### config.mk
export PLATFORM = sky130hd
export DESIGN_NAME = motor_mixer_arm
export DESIGN_NICKNAME = d
export VERILOG_FILES = /design/src/rtl/motor_mixer_arm.sv
export SDC_FILE = /design/constraint.sdc
export NUM_CORES = 1
export LEC_CHECK = 0
export BUFFER_PORTS_ARGS = -buffer_cell sky130_fd_sc_hd__buf_4
export CELL_PAD_IN_SITES_DETAIL_PLACEMENT = 1
export CELL_PAD_IN_SITES_GLOBAL_PLACEMENT = 1
export CORE_MARGIN = 1.5
export CORE_UTILIZATION = 48
export CTS_CLUSTER_DIAMETER = 150
export DETAILED_ROUTE_END_ITERATION = 12
export GPL_TIMING_DRIVEN = 0
export PLACE_DENSITY = 0.86
export SLEW_MARGIN = 5
export SYNTH_ARGS = -nofsm -noshare
export SYNTH_HDL_FRONTEND = slang
export SYNTH_SLANG_ARGS = --single-unit
### constraint.sdc
create_clock -name clk -period 15.85 [get_ports clk]
set_input_delay 1.585 -clock clk [delete_from_list [all_inputs] [get_ports clk]]
set_output_delay 1.585 -clock clk [all_outputs]
set_load 0.01 [all_outputs]
### src/rtl/motor_mixer_arm.sv
// motor_mixer_arm
//   Mixes throttle with signed roll/pitch/yaw corrections into NUM_MOTORS motor commands.
//   A per-motor sign table selects add or subtract for each axis. The mixed set is
//   desaturated against OUT_MAX and then clamped to [IDLE, OUT_MAX].
//   An arming FSM gates all output. A link-loss failsafe ramps the motors down to zero.
//   Every published word is offered to the PWM encoder over a valid/ready handshake.
//
// Ports
//   clk          system clock
//   RST          asynchronous active-low reset
//   frame_valid  1-cycle pulse, new PPM frame (samples arm_sw and throttle)
//   throttle     unsigned throttle command
//   arm_sw       arm switch level
//   corr_valid   1-cycle pulse, roll/pitch/yaw corrections valid (samples throttle too)
//   roll_corr    signed roll correction
//   pitch_corr   signed pitch correction
//   yaw_corr     signed yaw correction
//   motor_out    packed motor commands, motor0 in the LSBs
//   out_valid    motor_out holds a word not yet transferred
//   out_ready    encoder accepts the word when out_valid && out_ready
//   state        0 disarmed, 1 arming, 2 armed, 3 failsafe
//   failsafe     high while in the failsafe state
module motor_mixer_arm #(
    parameter int unsigned             NUM_MOTORS = 4,
    parameter int unsigned             CMD_W      = 10,
    parameter int unsigned             CORR_W     = 12,
    parameter int unsigned             OUT_MAX    = 999,
    parameter int unsigned             IDLE       = 50,
    parameter logic [3*NUM_MOTORS-1:0] MIX_SIGN   = 12'b000_110_011_101,
    parameter int unsigned             ARM_FRAMES = 50,
    parameter int unsigned             FS_TIMEOUT = 25000,
    parameter int unsigned             RAMP_DIV   = 1000,
    parameter int unsigned             RAMP_STEP  = 4
) (
    input  logic                          clk,
    input  logic                          RST,
    input  logic                          frame_valid,
    input  logic [CMD_W-1:0]              throttle,
    input  logic                          arm_sw,
    input  logic                          corr_valid,
    input  logic signed [CORR_W-1:0]      roll_corr,
    input  logic signed [CORR_W-1:0]      pitch_corr,
    input  logic signed [CORR_W-1:0]      yaw_corr,
    output logic [NUM_MOTORS*CMD_W-1:0]   motor_out,
    output logic                          out_valid,
    input  logic                          out_ready,
    output logic [1:0]                    state,
    output logic                          failsafe
);

    // Sum width leaves headroom for three full-scale corrections on top of throttle.
    localparam int unsigned SumW   = ((CMD_W + 1 > CORR_W) ? CMD_W + 1 : CORR_W) + 2;
    // One extra bit so subtracting the desaturation excess can never wrap.
    localparam int unsigned DiffW  = SumW + 1;
    localparam int unsigned TmrW   = $clog2(FS_TIMEOUT + 1);
    localparam int unsigned ArmW   = $clog2(ARM_FRAMES + 1);
    localparam int unsigned RampW  = $clog2(RAMP_DIV + 1);

    localparam logic [TmrW-1:0]         TmrMax   = TmrW'(FS_TIMEOUT);
    localparam logic [ArmW-1:0]         ArmLast  = ArmW'(ARM_FRAMES - 1);
    localparam logic [RampW-1:0]        RampLast = RampW'(RAMP_DIV - 1);
    localparam logic [CMD_W-1:0]        IdleCmd  = CMD_W'(IDLE);
    localparam logic [CMD_W-1:0]        MaxCmd   = CMD_W'(OUT_MAX);
    localparam logic [CMD_W-1:0]        StepCmd  = CMD_W'(RAMP_STEP);
    localparam logic signed [DiffW-1:0] IdleS    = DiffW'(IDLE);
    localparam logic signed [DiffW-1:0] MaxS     = DiffW'(OUT_MAX);

    typedef enum logic [1:0] {
        StDisarmed = 2'd0,
        StArming   = 2'd1,
        StArmed    = 2'd2,
        StFailsafe = 2'd3
    } state_e;

    state_e                  state_q;
    logic [TmrW-1:0]         link_q;
    logic                    timeout;
    logic [ArmW-1:0]         arm_cnt_q;
    logic [RampW-1:0]        ramp_cnt_q;
    logic [CMD_W-1:0]        motor_q [NUM_MOTORS];
    logic                    out_valid_q;

    logic signed [SumW-1:0]  thr_ext;
    logic signed [SumW-1:0]  roll_ext;
    logic signed [SumW-1:0]  pitch_ext;
    logic signed [SumW-1:0]  yaw_ext;
    logic signed [SumW-1:0]  sum_d [NUM_MOTORS];
    logic signed [SumW-1:0]  sum_q [NUM_MOTORS];
    logic                    s1_valid_q;

    logic signed [DiffW-1:0] sum_ext [NUM_MOTORS];
    logic signed [DiffW-1:0] adj [NUM_MOTORS];
    logic signed [DiffW-1:0] peak;
    logic signed [DiffW-1:0] excess;
    logic [CMD_W-1:0]        mix_cmd [NUM_MOTORS];
    logic [CMD_W-1:0]        ramp_cmd [NUM_MOTORS];
    logic                    all_zero;

    logic                    qualify;
    logic                    leave_armed;

    // ------------------------------------------------------------------
    // Link-loss timer: saturates so timeout stays asserted until a frame arrives.
    // ------------------------------------------------------------------
    always_ff @(posedge clk or negedge RST) begin
        if (!RST) begin
            link_q <= '0;
        end else if (frame_valid) begin
            link_q <= '0;
        end else if (link_q != TmrMax) begin
            link_q <= link_q + TmrW'(1);
        end
    end

    assign timeout = (link_q == TmrMax);

    always_comb begin
        qualify     = frame_valid && arm_sw && (throttle < IdleCmd);
        leave_armed = (state_q == StArmed) && ((frame_valid && !arm_sw) || timeout);
    end

    // ------------------------------------------------------------------
    // Stage 1: per-motor signed sums using the sign table.
    // ------------------------------------------------------------------
    always_comb begin
        thr_ext   = {{(SumW - CMD_W){1'b0}}, throttle};
        roll_ext  = {{(SumW - CORR_W){roll_corr[CORR_W-1]}}, roll_corr};
        pitch_ext = {{(SumW - CORR_W){pitch_corr[CORR_W-1]}}, pitch_corr};
        yaw_ext   = {{(SumW - CORR_W){yaw_corr[CORR_W-1]}}, yaw_corr};
        for (int i = 0; i < int'(NUM_MOTORS); i++) begin
            sum_d[i] = thr_ext;
            sum_d[i] = MIX_SIGN[3*i]   ? sum_d[i] - roll_ext  : sum_d[i] + roll_ext;
            sum_d[i] = MIX_SIGN[3*i+1] ? sum_d[i] - pitch_ext : sum_d[i] + pitch_ext;
            sum_d[i] = MIX_SIGN[3*i+2] ? sum_d[i] - yaw_ext   : sum_d[i] + yaw_ext;
        end
    end

    // In-flight sums are dropped on the same edge the FSM leaves the armed state.
    always_ff @(posedge clk or negedge RST) begin
        if (!RST) begin
            s1_valid_q <= 1'b0;
            for (int i = 0; i < int'(NUM_MOTORS); i++) begin
                sum_q[i] <= '0;
            end
        end else begin
            s1_valid_q <= corr_valid && (state_q == StArmed) && !leave_armed;
            if (corr_valid) begin
                for (int i = 0; i < int'(NUM_MOTORS); i++) begin
                    sum_q[i] <= sum_d[i];
                end
            end
        end
    end

    // ------------------------------------------------------------------
    // Stage 2: shift the whole set down so the largest motor sits at OUT_MAX,
    // which preserves the attitude differential, then clamp each motor.
    // ------------------------------------------------------------------
    always_comb begin
        for (int i = 0; i < int'(NUM_MOTORS); i++) begin
            sum_ext[i] = {sum_q[i][SumW-1], sum_q[i]};
        end
        peak = sum_ext[0];
        for (int i = 1; i < int'(NUM_MOTORS); i++) begin
            if (sum_ext[i] > peak) begin
                peak = sum_ext[i];
            end
        end
        excess = (peak > MaxS) ? peak - MaxS : '0;
        for (int i = 0; i < int'(NUM_MOTORS); i++) begin
            adj[i] = sum_ext[i] - excess;
            if (adj[i] > MaxS) begin
                mix_cmd[i] = MaxCmd;
            end else if (adj[i] < IdleS) begin
                mix_cmd[i] = IdleCmd;
            end else begin
                mix_cmd[i] = adj[i][CMD_W-1:0];
            end
        end
    end

    // Failsafe ramp step, floored at zero.
    always_comb begin
        all_zero = 1'b1;
        for (int i = 0; i < int'(NUM_MOTORS); i++) begin
            ramp_cmd[i] = (motor_q[i] > StepCmd) ? motor_q[i] - StepCmd : '0;
            if (motor_q[i] != '0) begin
                all_zero = 1'b0;
            end
        end
    end

    // ------------------------------------------------------------------
    // Arming / failsafe FSM with registered motor word and handshake.
    // A publish later in this block overrides the accept-clear, so a new
    // word arriving on the accept edge keeps out_valid high.
    // ------------------------------------------------------------------
    always_ff @(posedge clk or negedge RST) begin
        if (!RST) begin
            state_q     <= StDisarmed;
            arm_cnt_q   <= '0;
            ramp_cnt_q  <= '0;
            out_valid_q <= 1'b0;
            for (int i = 0; i < int'(NUM_MOTORS); i++) begin
                motor_q[i] <= '0;
            end
        end else begin
            if (out_valid_q && out_ready) begin
                out_valid_q <= 1'b0;
            end
            unique case (state_q)
                StDisarmed: begin
                    arm_cnt_q  <= '0;
                    ramp_cnt_q <= '0;
                    if (qualify) begin
                        if (ARM_FRAMES <= 1) begin
                            state_q     <= StArmed;
                            out_valid_q <= 1'b1;
                            for (int i = 0; i < int'(NUM_MOTORS); i++) begin
                                motor_q[i] <= IdleCmd;
                            end
                        end else begin
                            state_q   <= StArming;
                            arm_cnt_q <= ArmW'(1);
                        end
                    end
                end
                StArming: begin
                    if ((frame_valid && !qualify) || timeout) begin
                        state_q     <= StDisarmed;
                        out_valid_q <= 1'b1;
                        for (int i = 0; i < int'(NUM_MOTORS); i++) begin
                            motor_q[i] <= '0;
                        end
                    end else if (qualify) begin
                        if (arm_cnt_q == ArmLast) begin
                            state_q     <= StArmed;
                            out_valid_q <= 1'b1;
                            for (int i = 0; i < int'(NUM_MOTORS); i++) begin
                                motor_q[i] <= IdleCmd;
                            end
                        end else begin
                            arm_cnt_q <= arm_cnt_q + ArmW'(1);
                        end
                    end
                end
                StArmed: begin
                    if (frame_valid && !arm_sw) begin
                        state_q     <= StDisarmed;
                        out_valid_q <= 1'b1;
                        for (int i = 0; i < int'(NUM_MOTORS); i++) begin
                            motor_q[i] <= '0;
                        end
                    end else if (timeout) begin
                        // Motors hold their last command until the first ramp step.
                        state_q    <= StFailsafe;
                        ramp_cnt_q <= '0;
                    end else if (s1_valid_q) begin
                        out_valid_q <= 1'b1;
                        for (int i = 0; i < int'(NUM_MOTORS); i++) begin
                            motor_q[i] <= mix_cmd[i];
                        end
                    end
                end
                StFailsafe: begin
                    if (all_zero) begin
                        state_q     <= StDisarmed;
                        out_valid_q <= 1'b1;
                    end else if (ramp_cnt_q == RampLast) begin
                        ramp_cnt_q  <= '0;
                        out_valid_q <= 1'b1;
                        for (int i = 0; i < int'(NUM_MOTORS); i++) begin
                            motor_q[i] <= ramp_cmd[i];
                        end
                    end else begin
                        ramp_cnt_q <= ramp_cnt_q + RampW'(1);
                    end
                end
                default: state_q <= StDisarmed;
            endcase
        end
    end

    always_comb begin
        motor_out = '0;
        for (int i = 0; i < int'(NUM_MOTORS); i++) begin
            motor_out[i*CMD_W +: CMD_W] = motor_q[i];
        end
    end

    assign out_valid = out_valid_q;
    assign state     = state_q;
    assign failsafe  = (state_q == StFailsafe);

endmodule
==> impl_results.md <==
* Crit path kind: register to register
* Crit share post-route at 93.61%
* Total number of yosys warnings at 0
* PortBufs at 93
* I/O pin total at 96
* Worst hold path depth at 2
* R2R Setup Slk at 1.01 ns
* CTS clk-pin slew, worst paths at 0.07 ns
* Failing checks: capacitance limit, slew limit
* Pre-Repair DR Iteration Count at 7
* Via count at 14,870
* Max Freq at 0.06740 GHz
* GRT Total Usage at 31.76%
* Peak fanout along the critical path at 10
* Hold Buf Count CTS at 0
* Number of global-route vias before repair at 16,200
* Htree depth at 4
* TritonCTS clock tree: done
* Min-Delay Startpoint: ramp_cnt_q[1]$_DFFE_PN0P_
* DRT iter0 DRCs at 753
* Post-synth top area share at 20.77%
* Gr ovfl total at 0
* WHS Endpoint: ramp_cnt_q[1]$_DFFE_PN0P_
* First-pass GRT wire length at 84,520 um
* Number of remaining DRC errors at 0
* Post-synth top flop: dfrtp_1
* CTS Buf Count at 17
* Crit path largest cell delay at 0.55 ns
* Flops & latches, synth at 131
* Max Slew Vio Count at 2
* Syn Area/Cell at 8.405 um^2
* HP Class: register to register
* Worst rel slew slack at -4.947%
* Post-CTS Setup Bufs at 0
* Sequential-to-total area share from yosys stat at 20.77%
* Worst-margin pin slew at 1.554 ns
* Status: finished with violations
* Antenna violations before repair at 0
* Synthesized instance count at 1,878
* Final setup fails at 0
* Sink Count at 131
* Layout overhead on the synthesized area at 12.45%
* Crit start category: register
* Largest area contributor in the netlist: dfrtp_1
* PostCTS Resize Cnt at 0
* Slowest CP cell: o21ai_1
* Clock Latency Late Sink at 0.45 ns
* Synth cell types at 102
* Detailed Place HPWL at 42,730 um
* Wire per inst at 21.56 um
* Crit path arrival time at 15.15 ns
* Gpl congestion at 0.9408
* Die Area at 33,980 um^2
* Synth cell count leaders: 190 x ha_1, 184 x inv_1, 155 x nor2_1
* Critical path required time at 16.17 ns
* Worst Setup SP: sum_ext[58]$_DFFE_PN0P_
* Clock Path Buffers at 2
* DIE HEIGHT at 184.3 um
* # Max-Cap Violations at 1
* Area contributors post-synth: dfrtp_1 21%, ha_1 15%, fa_1 7.5%
* Worst reg2reg path depth at 60
* Synth async-reset ratio at 100.0%
* DRT antenna net count at 0
* Share of layout cells above drive strength 1 at 10.26%
* Clock root buffer master: clkbuf_16
* Die Wd at 184.3 um
* Worst r2r dst: motor_out[9]$_DFFE_PN0P_
* Routed WL at 52,810 um
* Starting Density at 48.64%
* Kind of end point of the critical path: register
* # diodes at 0
* Reg2reg start: sum_ext[58]$_DFFE_PN0P_
* Fin crit period at 14.84 ns
* Setup Skew at 0.01435 ns
* Synthesized area at 15,780 um^2
* Nets at 2,295
* Most instantiated library cell after synthesis: ha_1
* Core area at 32,450 um^2
* Setup TNS at 0 ns
* Drt via density at 6.073
* Pin count of the biggest net entering global routing at 85
* RSZ-0062 raised after global routing: no
* Post-synth EDFFs at 0
* Final Hold Fails at 0
* Row cnt at 66
[state kept, by name, summed over array words and instances, names as in the netlist]
name,count
motor_out,40
ramp_cnt_q,10
out_valid,1
state,2
s1_valid_q,1
sum_ext,56
link_q,15
arm_cnt_q,6
[worst max-delay path: cells and delay by family (launching register included)]
family | cells | cell delay (ns)
fa+ha+maj | 5 | 1.61
buf+inv | 8 | 1.95
mux | 2 | 0.72
flops | 1 | 0.47
simple gates | 17 | 2.78
xor+xnor | 2 | 0.63
compound gates | 26 | 6.53
[cell families after synthesis]
kind of cell / after synthesis / share of synthesized area, %
AOI/OAI and AO/OA: 532 / 21.99
and+or+nand+nor: 540 / 17.50
xor gates and xnor gates: 153 / 8.490
buffers and inverters: 227 / 5.525
other: 1 / 0.02376
adders and majority gates: 249 / 22.54
muxes: 45 / 3.155
DFF: 131 / 20.77
[per-layer routing]
metal | track usage, % | wire, um | part of all wire [%] | vias up
met5 | 0 | 0 | 0 | -
met3 | 3.932 | 2611 | 4.9 | 125
met1 | 36.71 | 21170 | 40 | 7434
li1 | - | - | - | 6859
met4 | 16.26 | 2523 | 4.8 | 0
met2 | 57.37 | 26500 | 50 | 455
[final cells by class]
class / instances / area [um^2]
Buffer: 42 / 177.7
Inverter: 185 / 694.4
Clock inverter: 12 / 227.7
Sequential cell: 131 / 3278
Multi-Input combinational cell: 1523 / 11650
Tap cell: 442 / 553.0
Fill cell: 3963 / 14710
Clock buffer: 20 / 436.7
Timing Repair Buffer: 94 / 729.5
[metrics by stage]
| step | hold WS, ns | util [%] | instances | setup slack, ns | instance area [um^2] |
|---|---|---|---|---|---|
| after floorplan | 0.4636 | - | 1881 | 4.663 | 15800 |
| after global placement | 0.4819 | 52.53 | 2416 | 2.027 | 17050 |
| after detailed placement | 0.5099 | 52.64 | 2417 | 1.629 | 17080 |
| after CTS | 0.5236 | 54.69 | 2449 | 1.354 | 17750 |
| after global routing | 0.5444 | 54.69 | 2449 | 0.1902 | 17750 |
| final | 0.5175 | 54.69 | 2449 | 1.013 | 17750 |
[layout by cell type, fill, tap and decap left out, types with 7 or more instances in the layout]
cell,count
nand4_1,20
inv_1,184
o31ai_1,10
ha_1,190
nor3_1,41
o311ai_1,7
buf_4,92
a21boi_0,9
o21a_1,20
and3_1,21
o21bai_1,43
o21ai_1,7
a31oi_1,17
a21o_1,41
nor4_1,17
a21oi_1,139
fa_1,59
nand2b_1,22
mux2i_1,16
xor2_1,69
dfrtp_1,131
nand3_1,35
o211ai_1,15
o21ai_0,138
or3_1,11
mux2_2,28
and2_1,8
clkbuf_1,33
nor2_1,155
clkbuf_16,17
xnor2_1,84
nand2_1,129
a211oi_1,10
nor2b_1,26
[worst max-delay path by stage]
stage,end,slack (ns),depth (start not counted)
floorplan,motor_out[22]$_DFFE_PN0P_,4.66,57
global placement,motor_out[23]$_DFFE_PN0P_,2.03,59
detailed placement,motor_out[8]$_DFFE_PN0P_,1.63,59
CTS,motor_out[8]$_DFFE_PN0P_,1.35,60
global route,motor_out[34]$_DFFE_PN0P_,0.19,59
finish,motor_out[9]$_DFFE_PN0P_,1.01,60
Power is not shown: default switching activity piles up to over one toggle a cycle in this logic, so the estimate is an artifact.
